<file path="src/rtl/apb_req_arbiter.sv">
// Round-robin arbiter sequencing one APB transfer at a time from NUM_REQ requesters.
// Grant to req_done is 4 cycles plus slave wait states; unmapped addresses finish in 1 cycle.
module apb_req_arbiter #(
    parameter int          NUM_REQ   = 2,
    parameter logic [31:0] ADDR_BASE = 32'h1000_0000,
    parameter int          NUM_SLOTS = 11,
    localparam int         GNT_W     = (NUM_REQ > 1) ? $clog2(NUM_REQ) : 1
) (
    input  logic                    PCLK,
    input  logic                    PRESET,
    input  logic [NUM_REQ-1:0]      req,
    input  logic [NUM_REQ-1:0]      req_write,
    input  logic [NUM_REQ*32-1:0]   req_addr,
    input  logic [NUM_REQ*32-1:0]   req_wdata,
    output logic [31:0]             req_rdata,
    output logic [NUM_REQ-1:0]      req_done,
    output logic [NUM_REQ-1:0]      req_err,
    output logic                    busy,
    output logic [GNT_W-1:0]        grant_id,
    output logic                    m_transfer,
    output logic [31:0]             m_addr,
    output logic [31:0]             m_wdata,
    output logic                    m_write,
    input  logic                    m_ready,
    input  logic [31:0]             m_rdata
);

    typedef enum logic [2:0] {
        ARB_IDLE,
        ARB_ISSUE,
        ARB_SETUP,
        ARB_WAIT,
        ARB_DONE,
        ARB_ERR
    } state_t;

    localparam logic [4:0] SLOT_LIM = 5'(NUM_SLOTS);

    state_t             state_q, state_d;
    logic [GNT_W-1:0]   ptr_q, ptr_d;
    logic [GNT_W-1:0]   grant_id_q, grant_id_d;
    logic [31:0]        m_addr_q, m_addr_d;
    logic [31:0]        m_wdata_q, m_wdata_d;
    logic               m_write_q, m_write_d;
    logic               m_transfer_q, m_transfer_d;
    logic [31:0]        req_rdata_q, req_rdata_d;
    logic [NUM_REQ-1:0] req_done_q, req_done_d;
    logic [NUM_REQ-1:0] req_err_q, req_err_d;
    logic               busy_q, busy_d;

    logic               win_vld;
    logic [GNT_W-1:0]   win_idx;
    logic               win_write;
    logic [31:0]        win_addr;
    logic [31:0]        win_wdata;
    logic               win_addr_ok;
    int                 scan_idx;

    // Scan starts just after the last winner so the previous grantee has lowest priority.
    always_comb begin
        win_vld   = 1'b0;
        win_idx   = '0;
        win_write = 1'b0;
        win_addr  = '0;
        win_wdata = '0;
        scan_idx  = 0;
        for (int k = 1; k <= NUM_REQ; k++) begin
            scan_idx = int'(ptr_q) + k;
            if (scan_idx >= NUM_REQ) begin
                scan_idx = scan_idx - NUM_REQ;
            end
            if (!win_vld && req[scan_idx]) begin
                win_vld   = 1'b1;
                win_idx   = GNT_W'(scan_idx);
                win_write = req_write[scan_idx];
                win_addr  = req_addr[32*scan_idx +: 32];
                win_wdata = req_wdata[32*scan_idx +: 32];
            end
        end
    end

    assign win_addr_ok = (win_addr[31:16] == ADDR_BASE[31:16]) &&
                         ({1'b0, win_addr[15:12]} < SLOT_LIM);

    always_comb begin
        state_d      = state_q;
        ptr_d        = ptr_q;
        grant_id_d   = grant_id_q;
        m_addr_d     = m_addr_q;
        m_wdata_d    = m_wdata_q;
        m_write_d    = m_write_q;
        req_rdata_d  = req_rdata_q;
        m_transfer_d = 1'b0;
        req_done_d   = '0;
        req_err_d    = '0;
        case (state_q)
            ARB_IDLE: begin
                if (win_vld) begin
                    ptr_d      = win_idx;
                    grant_id_d = win_idx;
                    m_addr_d   = win_addr;
                    m_wdata_d  = win_wdata;
                    m_write_d  = win_write;
                    if (win_addr_ok) begin
                        state_d      = ARB_ISSUE;
                        m_transfer_d = 1'b1;
                    end else begin
                        state_d             = ARB_ERR;
                        req_done_d[win_idx] = 1'b1;
                        req_err_d[win_idx]  = 1'b1;
                        req_rdata_d         = '0;
                    end
                end
            end
            ARB_ISSUE: state_d = ARB_SETUP;
            // m_ready is only meaningful once the master is in ACCESS.
            ARB_SETUP: state_d = ARB_WAIT;
            ARB_WAIT: begin
                if (m_ready) begin
                    state_d                = ARB_DONE;
                    req_rdata_d            = m_rdata;
                    req_done_d[grant_id_q] = 1'b1;
                end
            end
            ARB_DONE: state_d = ARB_IDLE;
            ARB_ERR:  state_d = ARB_IDLE;
            default:  state_d = ARB_IDLE;
        endcase
        busy_d = (state_d != ARB_IDLE);
    end

    always_ff @(posedge PCLK) begin
        if (PRESET) begin
            state_q      <= ARB_IDLE;
            ptr_q        <= GNT_W'(NUM_REQ - 1);
            grant_id_q   <= '0;
            m_addr_q     <= '0;
            m_wdata_q    <= '0;
            m_write_q    <= 1'b0;
            m_transfer_q <= 1'b0;
            req_rdata_q  <= '0;
            req_done_q   <= '0;
            req_err_q    <= '0;
            busy_q       <= 1'b0;
        end else begin
            state_q      <= state_d;
            ptr_q        <= ptr_d;
            grant_id_q   <= grant_id_d;
            m_addr_q     <= m_addr_d;
            m_wdata_q    <= m_wdata_d;
            m_write_q    <= m_write_d;
            m_transfer_q <= m_transfer_d;
            req_rdata_q  <= req_rdata_d;
            req_done_q   <= req_done_d;
            req_err_q    <= req_err_d;
            busy_q       <= busy_d;
        end
    end

    assign req_rdata  = req_rdata_q;
    assign req_done   = req_done_q;
    assign req_err    = req_err_q;
    assign busy       = busy_q;
    assign grant_id   = grant_id_q;
    assign m_transfer = m_transfer_q;
    assign m_addr     = m_addr_q;
    assign m_wdata    = m_wdata_q;
    assign m_write    = m_write_q;

endmodule
</file>
<file path="config.mk">
export PLATFORM = sky130hd
export DESIGN_NAME = apb_req_arbiter
export DESIGN_NICKNAME = d
export VERILOG_FILES = /design/src/rtl/apb_req_arbiter.sv
export SDC_FILE = /design/constraint.sdc
export NUM_CORES = 1
export LEC_CHECK = 0
export ABC_CLOCK_PERIOD_IN_PS = 5400
export CAP_MARGIN = 20
export CORE_MARGIN = 3
export CORE_UTILIZATION = 40
export DETAILED_ROUTE_END_ITERATION = 8
export PLACE_DENSITY = 0.91
export SYNTH_ARGS = -nofsm -noshare
export SYNTH_HDL_FRONTEND = slang
export SYNTH_SLANG_ARGS = --single-unit
</file>
<file path="constraint.sdc">
create_clock -name PCLK -period 5.4 [get_ports PCLK]
set_input_delay 0.54 -clock PCLK [delete_from_list [all_inputs] [get_ports PCLK]]
set_output_delay 0.54 -clock PCLK [all_outputs]
set_load 0.1 [all_outputs]
</file>
==> qor.csv, run 1 <==
stage;metric;value;unit
clock_network;cts_tree;yes;
synth;synthesis.nets;672;
pwr;vdd_drop_max;0.317;mV
layout;syn_to_final_growth;69.7;%
clock_network;clock_tree.buffer_depth;2;
detailed_routing;top_metal_used;met4;
grt;gr-total-overflow;0;
timing;final_period_minus_worst_setup_slack;3140;ps
timing;final.setup.tns;0;ps
synth;syn_area;0.00432;sq mm
synth;synth_sequential_area_ratio;50.1;%
timing;fmax;319;MHz
detailed_routing;met1_length;5960;um
floorplanning;ios;271;
synth;netlist.area_leader.share;50.1;%
setup_path;timing.critical_path.to;req_done[1];
timing;report.final.slew_viol_count;0;
floorplanning;die-width;110;um
placed_design;place_congestion;0.899;
floorplanning;dieArea;0.0121;sq mm
setup_path;critPathKind;input pin to flop;
layout;antennaDiodeCount;0;
synth;synthDistinctLibCells;34;
detailed_routing;routed-wl-met3;1740;um
setup_path;worstPathMaxFanout;38;
timing;grt_setup_unrepaired;no;
job;timing.max_cap.violations;0;
setup_path;worst_ep_arrival_time;3380;ps
synth;synth_warnings;0;
detailed_routing;wire_per_inst;18.3;um
setup_path;worstSetupStartpointType;input pin;
layout;highest_count_cells_in_the_layout_ignoring_fill_and_taps;clkdlybuf4s50_1 (270), dfxtp_1 (108), a21oi_1 (48);
clock_network;postCtsHoldBufs;0;
synth;flops_latches_synth;108;
synth;synthDominantAreaCellType;dfxtp_1;
setup_path;r2r.worst_path.cells;5;
floorplanning;coreArea;0.0104;sq mm
placed_design;post-dp-hpwl;11800;um
timing;setup_viol_count_final;0;
pwr;power_density;488;mW/mm^2
run_status;run_status;completed;
setup_path;critical_path.startpoint;req[0];
placed_design;pre_cts_ws;1910;ps
floorplanning;rows;37;
grt;number_of_antenna_violations_at_the_first_check_in_global_routing;0;
detailed_routing;post_drt_via_cell_ratio;5.70;
grt;pin_count_of_the_biggest_net_entering_global_routing;51;
setup_path;setup.reg_to_reg.worst_slack;2700;ps
setup_path;cp_data_required_time;5640;ps
detailed_routing;total_vias_in_the_final_route;5045;
timing;fin_worst_skew;16.9;ps
detailed_routing;detail-route-antenna-nets;0;
floorplanning;start_util;41.5;%
floorplanning;fp.dieH;110;um
placed_design;portBuffers;270;
layout;layout-drive-gt1-share;4.14;%
layout;most_common_library_cell_in_the_layout_ignoring_fill_and_taps;clkdlybuf4s50_1;
clock_network;clockRootBuffer;clkbuf_8;
detailed_routing;routed-wl-met2;8080;um
grt;grt_first_pass_wirelength;24000;um
clock_network;clkTransAtPathRegs;100;ps
synth;postSynthCellCount;505;
timing;final.setup.worst_slack;2260;ps
synth;avg_inst_size_synth;8.55;sq um
grt;grt_pass1_vias;4886;
grt;groute.usage.overall;24.9;%
synth;post_synth_main_area_contributors;dfxtp_1 (50%), o22ai_1 (6.5%), a22oi_1 (5.7%);
clock_network;postCtsSetupRepairBufs;0;
clock_network;cts_inserted_buffers;9;
timing;finalHoldViolations;0;
pwr;leakagePower;2.56;nW
detailed_routing;detail_route.iter0.violations;303;
clock_network;cts_sinks;108;
worst_hold_path;hold_path_class;flop to flop;
layout;fin_nets;911;
clock_network;clock_latency_of_the_later_clocked_register_in_the_worst_skew_pair;350;ps
setup_path;worst_setup_path_end_kind;flop;
detailed_routing;dr.pass1.iters;5;
setup_path;crit-reg2reg-launch;ptr_q;
setup_path;r2r_end;req_done[1];
clock_network;cts-resized-gates;0;
timing;timing.final.crit_share;58.1;%
detailed_routing;drc;0;
timing;worst_pin_slew;1070;ps
timing;slew_margin_rel;28.1;%
clock_network;h-tree-depth;3;
detailed_routing;detail_route.wirelength;16200;um
==> report_power, final <==
| group | total (mW) | internal (mW) | leakage, nW | switching [mW] |
|---|---|---|---|---|
| Sequential | 1.04 | 0.950 | 0.888 | 0.0868 |
| Combinational | 1.95 | 0.484 | 1.54 | 1.46 |
| Clock | 0.589 | 0.312 | 0.124 | 0.277 |
==> metal layers <==
layer	up-vias	GRT usage [%]
met2	268	43.7
met1	2368	28.1
li1	2373	-
met4	0	8.55
met3	36	8.40
met5	-	0
==> flip-flops by register name, indices dropped and copies added (netlist names) <==
| name | cells |
|---|---|
| m_wdata | 32 |
| m_transfer | 1 |
| busy | 1 |
| ptr_q | 1 |
| m_write | 1 |
| grant_id | 1 |
| req_done | 2 |
| req_err | 2 |
| req_rdata | 32 |
| m_addr | 32 |
| state_q | 3 |
==> how the worst min path moves through the flow <==
| stage | startpoint | endpoint | slack [ps] | depth (start not counted) |
|---|---|---|---|---|
| floorplan | state_q[2] | state_q[1] | 490 | 1 |
| global placement | req_rdata[2] | req_rdata[2] | 450 | 2 |
| detailed placement | m_addr[28] | m_addr[28] | 450 | 2 |
| CTS | m_addr[28] | m_addr[28] | 460 | 2 |
| global route | req_rdata[25] | req_rdata[25] | 490 | 2 |
| finish | m_addr[28] | m_addr[28] | 460 | 2 |
==> cell usage after synthesis, drive strengths merged <==
| master | number |
|---|---|
| dfxtp | 108 |
| o21ai | 80 |
| a21oi | 48 |
| o22ai | 45 |
| clkbuf | 43 |
| nand2 | 38 |
| a22oi | 33 |
| nor2 | 26 |
| nor3 | 20 |
| a221oi | 18 |
| buf | 9 |
| nor4 | 7 |
| and3 | 4 |
| a21o | 3 |
| and2 | 3 |
| a211oi | 2 |
| a31oi | 2 |
| a32o | 2 |
| a32oi | 2 |
| nor2b | 2 |
| or4 | 2 |
| a21boi | 1 |
| a31o | 1 |
| inv | 1 |
| nand2b | 1 |
| nand3b | 1 |
| nand4b | 1 |
| o211ai | 1 |
| o31ai | 1 |
==> logic make-up (layout without fill, tap and decap cells) <==
kind of cell | after synthesis | after routing | share of synthesized area, %
AOI/OAI and AO/OA | 239 | 239 | 33.6
buffers and inverters | 53 | 297 | 5.19
and+or+nand+nor | 105 | 105 | 11.2
DFF | 108 | 108 | 50.1
==> worst max-delay path, stage by stage <==
cell             delay [ps]
clkdlybuf4s50_1         570
a21boi_2                830
a32o_1                  250
o211ai_1                100
or4_4                   740
a32o_1                  330
==> metrics by stage <==
stage          hold WS (ps)  cells  utilization [%]  power (mW)  cell area [sq um]
6_report                462    885             70.3        3.57               7330
5_1_grt                 493    885             70.3        3.71               7330
4_1_cts                 461    884             70.1        3.58               7300
3_5_place_dp            446    868             67.7        2.99               7050
3_3_place_gp            448    868             67.7        2.96               7050
2_1_floorplan           492    505                -        2.45               4320
==> cell type report <==
cell class              count  area [sq um]
repair buffers            280          2800
fillers                   787          3090
clock buffers               9           124
well taps                 136           170
inverters                   1          3.75
flip-flops and latches    108          2160
clock inverters             7           121
multi-input cells         344          1950
Power figures use the tool's default switching activity.
==> inputs of run 2 (changes only) <==
==> config.mk (replaced) <==
export PLATFORM = sky130hd
export DESIGN_NAME = apb_req_arbiter
export DESIGN_NICKNAME = d
export VERILOG_FILES = /design/src/rtl/apb_req_arbiter.sv
export SDC_FILE = /design/constraint.sdc
export NUM_CORES = 1
export LEC_CHECK = 0
export ABC_CLOCK_PERIOD_IN_PS = 3200
export CAP_MARGIN = 20
export CORE_MARGIN = 3
export CORE_UTILIZATION = 37
export DETAILED_ROUTE_END_ITERATION = 8
export PLACE_DENSITY = 0.85
export SYNTH_ARGS = -nofsm -noshare
export SYNTH_HDL_FRONTEND = slang
export SYNTH_SLANG_ARGS = --single-unit
==> constraint.sdc (replaced) <==
create_clock -name PCLK -period 3.2 [get_ports PCLK]
set_input_delay 0.32 -clock PCLK [delete_from_list [all_inputs] [get_ports PCLK]]
set_output_delay 0.32 -clock PCLK [all_outputs]
set_load 0.1 [all_outputs]
==> qor.csv, run 2 (synthesis gave the netlist of run 1 again) <==
stage;metric;value;unit
placed_design;post-dp-hpwl;11900;um
clock_network;cts-resized-gates;0;
setup_path;worstSetupStartpointType;input pin;
setup_path;worstPathMaxFanout;38;
layout;stdcell_area;0.00740;sq mm
layout;layout-drive-gt1-share;4.13;%
detailed_routing;dr.pass1.iters;5;
timing;final_period_minus_worst_setup_slack;2530;ps
pwr;totalPowerFinal;6.16;mW
run_status;run_status;completed;
timing;setup_viol_count_final;0;
setup_path;timing.critical_path.mode_cell;a32o_1;
detailed_routing;detail_route.wirelength;16200;um
detailed_routing;total_vias_in_the_final_route;5035;
clock_network;clockRootBuffer;clkbuf_16;
pwr;leakagePower;2.58;nW
floorplanning;fp.dieH;114;um
timing;final.setup.worst_slack;668;ps
detailed_routing;post_drt_via_cell_ratio;5.64;
job;timing.max_cap.violations;0;
placed_design;post_dp_cell_area;0.00709;sq mm
floorplanning;start_util;38.8;%
setup_path;critPathKind;input pin to flop;
clock_network;postCtsHoldBufs;0;
grt;number_of_antenna_violations_at_the_first_check_in_global_routing;2;
clock_network;postCtsSetupRepairBufs;0;
detailed_routing;detail_route.iter0.violations;348;
timing;timing.hold.ws;464;ps
layout;most_common_library_cell_in_the_layout_ignoring_fill_and_taps;clkdlybuf4s50_1;
grt;grt_first_pass_wirelength;25200;um
placed_design;portBuffers;270;
clock_network;cts_tree;yes;
detailed_routing;detail-route-antenna-nets;0;
setup_path;path_cells;clkdlybuf4s50_1 > a21boi_2 > a32o_1 > o211ai_1 > or4_4 > a32o_1;
floorplanning;die-width;114;um
clock_network;clock_latency_of_the_later_clocked_register_in_the_worst_skew_pair;340;ps
layout;fin_util;66.5;%
setup_path;worst_setup_path_end_kind;flop;
clock_network;clock_tree.buffer_depth;2;
layout;layout.filler_cells;902;
pwr;vdd_drop_max;0.608;mV
timing;report.final.slew_viol_count;0;
timing;final.setup.tns;0;ps
timing;fin_worst_skew;6.15;ps
grt;gr-total-overflow;0;
floorplanning;dieArea;0.0130;sq mm
worst_hold_path;hold_path_class;flop to flop;
setup_path;worst_ep_arrival_time;2760;ps
floorplanning;ios;271;
timing;timing.final.crit_share;79.1;%
setup_path;slowest_stage;or4_4;
floorplanning;coreArea;0.0111;sq mm
timing;fmax;395;MHz
layout;instances_no_fill;892;
layout;syn_to_final_growth;71.4;%
detailed_routing;drc;0;
pwr;power_density;832;mW/mm^2
clock_network;h-tree-depth;3;
timing;worst_pin_slew;1030;ps
grt;groute.usage.overall;23.9;%
clock_network;cts_inserted_buffers;9;
placed_design;place_congestion;0.941;
setup_path;setup.reg_to_reg.worst_slack;940;ps
setup_path;cp_slowest_stage_delay;740;ps
placed_design;cell_total_after_placement;874;
timing;slew_margin_rel;30.8;%
timing;finalHoldViolations;0;
layout;ff_latch_area;0.00216;sq mm
detailed_routing;wire_per_inst;18.2;um
clock_network;clkTransAtPathRegs;70;ps
layout;highest_count_cells_in_the_layout_ignoring_fill_and_taps;clkdlybuf4s50_1 (270), dfxtp_1 (108), a21oi_1 (48);
layout;fin_nets;912;
floorplanning;rows;38;
layout;multiInputGateArea;0.00195;sq mm
clock_network;cts_sinks;108;
grt;grt_pass1_vias;5113;
timing;grt_setup_unrepaired;no;
placed_design;pre_cts_ws;344;ps
setup_path;cp_data_required_time;3430;ps
grt;pin_count_of_the_biggest_net_entering_global_routing;67;
run 2: cell count changes in the layout (fill, tap and decap cells not counted):
cell / delta
buf_4: +1
bufinv_16: -2
clkbuf_1: +1
clkbuf_16: +9
clkbuf_8: -8
clkinvlp_4: +1
diode_2: +2
inv_6: -1
run 2: worst max-delay path, delay by kind of cell:
family	cells	cell delay [ps]
AOI/OAI and AO/OA	4	1110
and+or+nand+nor	1	740
buffers and inverters	1	580
run 2: power breakdown:
part	leakage [nW]	internal, mW	total, mW	switching, mW
clock	0.146	0.632	1.12	0.485
combinational	1.55	0.817	3.29	2.47
sequential	0.888	1.60	1.75	0.147
total	2.58	3.05	6.16	3.10
run 2: layer usage:
metal	vias to the layer above	global-route usage (%)	wire length, um
met1	2360	26.4	5880
met5	-	0	0
met3	35	7.96	1560
met4	0	10.1	538
li1	2383	-	-
met2	257	42.0	8240
run 2: layout make-up:
class / count / share of cell area (%)
clock buffer: 11 / 3.28
antenna: 2 / 0.0676
multi-input combinational: 344 / 26.3
inverter: 1 / 0.0507
timing repair buffer: 281 / 37.9
clock inverter: 5 / 0.811
tap: 140 / 2.37
sequential: 108 / 29.2
run 2: final timing paths:
| path | to | cells past startpoint | from |
|---|---|---|---|
| worst max-delay path | req_done[1] | 6 | req[0] |
| worst min-delay path | m_addr[28] | 2 | m_addr[28] |
| worst max register to register | req_done[1] | 5 | ptr_q |
| worst min register to register | m_addr[28] | 2 | m_addr[28] |
